File: src/rtl/mon_frame_scheduler_if.sv
// mon_frame_scheduler_if: request, FIFO-status and frame-strobe bundle around the monitor frame scheduler
//   slave  : scheduler side (takes requests and FIFO flags, drives grants, strobes, counters)
//   master : environment side (requesters, FIFO controller, Aurora slot source)
interface mon_frame_scheduler_if #(
    parameter int N_REQ = 2,
    parameter int DW    = 26
);
    logic [N_REQ-1:0]    ReqValid;
    logic [N_REQ*DW-1:0] ReqData;
    logic [N_REQ-1:0]    ReqReady;
    logic [7:0]          FifoFull;
    logic [7:0]          FifoEmpty;
    logic                FrameSlot;
    logic                AutoFrameEn;
    logic                NewRegData;
    logic [DW-1:0]       RegData;
    logic                SendFrame;
    logic                Busy;
    logic [15:0]         FrameCnt;
    logic [15:0]         SkipCnt;

    modport slave (
        input  ReqValid, ReqData, FifoFull, FifoEmpty, FrameSlot, AutoFrameEn,
        output ReqReady, NewRegData, RegData, SendFrame, Busy, FrameCnt, SkipCnt
    );

    modport master (
        output ReqValid, ReqData, FifoFull, FifoEmpty, FrameSlot, AutoFrameEn,
        input  ReqReady, NewRegData, RegData, SendFrame, Busy, FrameCnt, SkipCnt
    );
endinterface

File: src/rtl/mon_frame_scheduler.sv
// mon_frame_scheduler: round-robin register-readback arbiter and service-frame slot scheduler for the monitor FIFOs
//   clk, Reset : clock and synchronous active-high reset
//   bus.slave  : requests in (ReqValid/ReqData), one-hot grant out (ReqReady), FIFO flags in,
//                FrameSlot/AutoFrameEn in, NewRegData/RegData/SendFrame strobes out, Busy and counters out
module mon_frame_scheduler #(
    parameter int N_REQ     = 2,
    parameter int DW        = 26,
    parameter int LOAD_GAP  = 2,
    parameter int FRAME_GAP = 2
) (
    input logic clk,
    input logic Reset,
    mon_frame_scheduler_if.slave bus
);
    localparam int PW = N_REQ > 1 ? $clog2(N_REQ) : 1;

    typedef enum logic [1:0] {IDLE, LOAD, FRAME, GAP} state_t;

    state_t        state, state_nx;
    logic [1:0]    gap_cnt, gap_nx;
    logic [PW-1:0] rr_ptr, gnt_idx;
    logic [DW-1:0] reg_data;
    logic [15:0]   frame_cnt, skip_cnt;
    logic          found, go_frame, skip, take;

    // First valid requester at or after rr_ptr, wrapping around
    always_comb begin
        found   = 1'b0;
        gnt_idx = '0;
        for (int k = 0; k < N_REQ; k++) begin
            if (!found && bus.ReqValid[(int'(rr_ptr) + k) % N_REQ]) begin
                found   = 1'b1;
                gnt_idx = PW'((int'(rr_ptr) + k) % N_REQ);
            end
        end
    end

    // A usable slot pre-empts the request path; a skipped slot leaves it open
    assign go_frame = state == IDLE && bus.FrameSlot && (!(&bus.FifoEmpty) || bus.AutoFrameEn);
    assign skip     = state == IDLE && bus.FrameSlot && !go_frame;
    assign take     = !Reset && state == IDLE && !go_frame && found && bus.FifoFull == 8'h00;

    always_comb begin
        state_nx = state;
        gap_nx   = gap_cnt;
        case (state)
            IDLE:  state_nx = go_frame ? FRAME : take ? LOAD : IDLE;
            LOAD:  begin
                state_nx = GAP;
                gap_nx   = 2'(LOAD_GAP - 1);
            end
            FRAME: begin
                state_nx = GAP;
                gap_nx   = 2'(FRAME_GAP - 1);
            end
            default: begin
                state_nx = gap_cnt == 2'd0 ? IDLE : GAP;
                gap_nx   = gap_cnt - 2'd1;
            end
        endcase
    end

    always_ff @(posedge clk) begin
        if (Reset) begin
            state     <= IDLE;
            gap_cnt   <= '0;
            rr_ptr    <= '0;
            reg_data  <= '0;
            frame_cnt <= '0;
            skip_cnt  <= '0;
        end else begin
            state   <= state_nx;
            gap_cnt <= gap_nx;
            if (take) begin
                rr_ptr   <= int'(gnt_idx) == N_REQ - 1 ? '0 : gnt_idx + 1'b1;
                reg_data <= bus.ReqData[gnt_idx * DW +: DW];
            end
            if (state == FRAME)
                frame_cnt <= frame_cnt + 16'd1;
            if (skip)
                skip_cnt <= skip_cnt + 16'd1;
        end
    end

    assign bus.ReqReady   = take ? N_REQ'(1) << gnt_idx : '0;
    assign bus.NewRegData = state == LOAD;
    assign bus.SendFrame  = state == FRAME;
    assign bus.Busy       = state != IDLE;
    assign bus.RegData    = reg_data;
    assign bus.FrameCnt   = frame_cnt;
    assign bus.SkipCnt    = skip_cnt;
endmodule

File: src/flat_wrapper.sv
// flat-port wrapper written by rule: the top's interface ports become plain ports
module mon_frame_scheduler_flat 
#(
    parameter int N_REQ     = 2,
    parameter int DW        = 26,
    parameter int LOAD_GAP  = 2,
    parameter int FRAME_GAP = 2
)
  (clk, Reset, bus_ReqValid, bus_ReqData, bus_FifoFull, bus_FifoEmpty, bus_FrameSlot, bus_AutoFrameEn, bus_ReqReady, bus_NewRegData, bus_RegData, bus_SendFrame, bus_Busy, bus_FrameCnt, bus_SkipCnt);
  mon_frame_scheduler_if #(.N_REQ(N_REQ), .DW(DW)) bus_i ();
  input logic clk;
  input logic Reset;
  input wire logic [$bits(bus_i.ReqValid)-1:0] bus_ReqValid;
  input wire logic [$bits(bus_i.ReqData)-1:0] bus_ReqData;
  input wire logic [$bits(bus_i.FifoFull)-1:0] bus_FifoFull;
  input wire logic [$bits(bus_i.FifoEmpty)-1:0] bus_FifoEmpty;
  input wire logic [$bits(bus_i.FrameSlot)-1:0] bus_FrameSlot;
  input wire logic [$bits(bus_i.AutoFrameEn)-1:0] bus_AutoFrameEn;
  output wire logic [$bits(bus_i.ReqReady)-1:0] bus_ReqReady;
  output wire logic [$bits(bus_i.NewRegData)-1:0] bus_NewRegData;
  output wire logic [$bits(bus_i.RegData)-1:0] bus_RegData;
  output wire logic [$bits(bus_i.SendFrame)-1:0] bus_SendFrame;
  output wire logic [$bits(bus_i.Busy)-1:0] bus_Busy;
  output wire logic [$bits(bus_i.FrameCnt)-1:0] bus_FrameCnt;
  output wire logic [$bits(bus_i.SkipCnt)-1:0] bus_SkipCnt;
  assign bus_i.ReqValid = bus_ReqValid;
  assign bus_i.ReqData = bus_ReqData;
  assign bus_i.FifoFull = bus_FifoFull;
  assign bus_i.FifoEmpty = bus_FifoEmpty;
  assign bus_i.FrameSlot = bus_FrameSlot;
  assign bus_i.AutoFrameEn = bus_AutoFrameEn;
  assign bus_ReqReady = bus_i.ReqReady;
  assign bus_NewRegData = bus_i.NewRegData;
  assign bus_RegData = bus_i.RegData;
  assign bus_SendFrame = bus_i.SendFrame;
  assign bus_Busy = bus_i.Busy;
  assign bus_FrameCnt = bus_i.FrameCnt;
  assign bus_SkipCnt = bus_i.SkipCnt;
  mon_frame_scheduler #(.N_REQ(N_REQ), .DW(DW), .LOAD_GAP(LOAD_GAP), .FRAME_GAP(FRAME_GAP)) u_core (.clk(clk), .Reset(Reset), .bus(bus_i));
endmodule
File: config.mk
export PLATFORM = sky130hd
export DESIGN_NAME = mon_frame_scheduler_flat
export DESIGN_NICKNAME = d
export VERILOG_FILES = /design/src/rtl/mon_frame_scheduler_if.sv /design/src/rtl/mon_frame_scheduler.sv /design/src/flat_wrapper.sv
export SDC_FILE = /design/constraint.sdc
export NUM_CORES = 1
export LEC_CHECK = 0
export BUFFER_PORTS_ARGS = -buffer_cell sky130_fd_sc_hd__buf_2
export CAP_MARGIN = 10
export CORE_UTILIZATION = 45
export DETAILED_ROUTE_END_ITERATION = 16
export PLACE_DENSITY_LB_ADDON = 0.3
export SYNTH_ARGS = -nofsm -noshare
export SYNTH_HDL_FRONTEND = slang
export SYNTH_SLANG_ARGS = --single-unit
File: constraint.sdc
create_clock -name clk -period 2.5 [get_ports clk]
set_clock_uncertainty 0.2 [all_clocks]
set_input_delay 0 -clock clk [delete_from_list [all_inputs] [get_ports clk]]
set_output_delay 0 -clock clk [all_outputs]
set_load 0.01 [all_outputs]
==> run metrics <==
status=finished, final reports clean; WL met2=4390 µm; Max Cap Viol=0; per-cell routed wire length=15.3 µm; final core occ=69.7%; CP max stage delay=680 ps; Critical Path Source=u_core.state[1]$_SDFF_PP0_; minimum clock period=2350 ps; fmax=426 MHz; Syn Area/Cell=9.04 µm²; hold_buf cts=52; Post-CTS Resized=0; first-pass GRT wire length=14,600 µm; Remaining Overflow, GRT=0; Clock Path Buffers=2; post-route ant nets=0; routability congestion estimate=0.856; Max FO, Critical Path=28; Post-DP HPWL=5210 µm; dominant cell type by area after synthesis=dfxtp_1; die width=83.6 µm; Layout area overhead=48.7%; CTS HTree Levels=3; Skew-Pair Late Insertion Delay=330 ps; postcts setup bufs=0; hold path start=bus_FifoFull[3]; Post-synth EDFFs=0; Final Setup Violations=0; total track usage=25.7%; Critical-path top delay cell=or4_4; met3 wire length=658 µm; cts bufs inserted=9; Cells after Synth=331; CP Class=flop to flop; DR pass1 iterations=4; fin. max-slew vios=0; Synth Warn #=0; TritonCTS clock tree=yes; share of Yosys cell area claimed by the top area cell type=42.1%; largest net degree at the start of global routing=65; initial drt markers=132; relative slew slack=53.7%; VDD IR max=0.000426 V; Ports=137; ANT cells=0; DRC viols=0; CP endpoint kind=flop; max layer used=met4; vias per inst=5.50; Root Driver=clkbuf_8; initial antenna violation count=0; Seq cells post-synth=63; layout net count=593; Distinct cells, synth=35; Total Routed Length=9080 µm; initial core utilization=46.9%; Final TNS setup=0 ps; hold crit path type=input port to flop; Hold Violations, Final=0; Worst EP arrival=2370 ps; CP startpoint kind=flop; Die Span Y=83.6 µm; top_reg_cell synth=dfxtp_1; Netlist Area Pre-Place=2990 µm²; pwr dens=557 nW/µm²; P_leak=2.06 nW; dominant cells by area after synthesis=dfxtp_1 42%, mux2i_1 9.4%, a21oi_1 7.4%; slew of the pin with the lowest slew margin=695 ps; M1 WL=3760 µm; CTS clock-pin slew for the worst setup and hold paths=70 ps; cell breakdown of the critical path=inv_1 > ha_1 > nand2_2 > or4_4 > nor4_1 > mux2_2; DIE AREA=6980 µm²; syn nets=412; FP Rows=29; vias in the first global route=3,218; core area=6390 µm²; RSZ-0062 raised after global routing=no; sequential area share after synthesis=42.1%; layout cells sized above 1=31.4%; ys async rst share=0%; clk sink count=63; worst endpoint required time=2520 ps; period utilization=93.9%; # port buffers=136; via count=3,261; Crit Reg-Reg Startpoint=u_core.state[1]$_SDFF_PP0_
state kept, by name, summed over array words and instances, names as in the netlist:
register / count
u_core.bus.FrameCnt: 16
u_core.bus.RegData: 26
u_core.bus.SkipCnt: 16
u_core.gap_cnt: 2
u_core.rr_ptr: 1
u_core.state: 2
final cells by class:
cell class / count / area (µm²)
Tap cell: 77 / 96.3
Clock inverter: 4 / 47.5
Sequential cell: 63 / 1260
Inverter: 7 / 26.3
Clock buffer: 11 / 131
Multi-Input combinational cell: 236 / 1620
Timing Repair Buffer: 195 / 1270
Fill cell: 520 / 1940
final timing paths:
kind	to	slack [ps]	depth (start not counted)
hold / removal	u_core.state[0]$_SDFF_PP0_	70	6
setup reg to reg	u_core.bus.SkipCnt[15]$_SDFFE_PP0P_	150	6
setup / recovery	u_core.bus.SkipCnt[15]$_SDFFE_PP0P_	150	6
hold reg to reg	u_core.bus.FrameCnt[15]$_SDFFE_PP0P_	290	2
metal layers:
metal / global-route usage [%] / up-vias
met5: 0 / -
met3: 5.93 / 27
met2: 44.0 / 143
li1: - / 1580
met4: 13.4 / 0
met1: 30.0 / 1511
critical path, delay by kind of cell (launching register included):
kind,cells,cell delay [ps]
flops,1,340
simple gates,3,1070
fa+ha+maj,1,180
buf+inv,1,80
mux,1,370
cells in the final DEF, fill, tap and decap left out, types with 7 or more instances in the layout:
cell type      count
and3_1             7
nand4_1            9
dlygate4sd3_1     52
mux2i_1           28
nand3_1           12
xor2_1             9
ha_1               7
a21oi_1           44
clkbuf_8           9
nand2_1           11
buf_2            136
dfxtp_1           63
a211oi_1          27
inv_1              7
nor2_1            20
o31ai_1            8
or4_1              8
cell usage after synthesis (all sizes together) (8+ instances only):
library cell,count
dfxtp,63
a21oi,44
mux2i,28
a211oi,27
nor2,20
clkbuf,15
nand2,12
nand3,12
buf,10
nand4,9
or4,9
xor2,9
o31ai,8
cells by family (layout without fill, tap and decap cells):
logic type	count (synthesis)	after routing	synth area share (%)
flops	63	63	42.1
simple gates	96	96	17.8
compound gates	89	89	18.2
mux	30	30	10.1
buf+inv	32	217	4.68
xor+xnor	14	14	4.10
fa+ha+maj	7	7	2.93
metrics by stage:
stage | hold slack, ps | power (mW) | area, µm² | std cells | worst slack [ps]
floorplan | 34.8 | 1.39 | 2990 | 331 | 215
detailed placement | 152 | 1.57 | 3750 | 526 | 145
finish | 72.2 | 2.48 | 4450 | 593 | 151
global placement | 142 | 1.56 | 3750 | 526 | 219
global route | 102 | 2.61 | 4450 | 593 | 18.6
CTS | 65.3 | 2.48 | 4450 | 593 | 132
power by group:
group	internal [mW]	leakage [nW]	switching (mW)	total, mW
combinational	0.273	1.46	0.295	0.568
clock	0.453	0.0892	0.385	0.837
sequential	1.04	0.508	0.0319	1.07
Power figures use the tool's default switching activity.
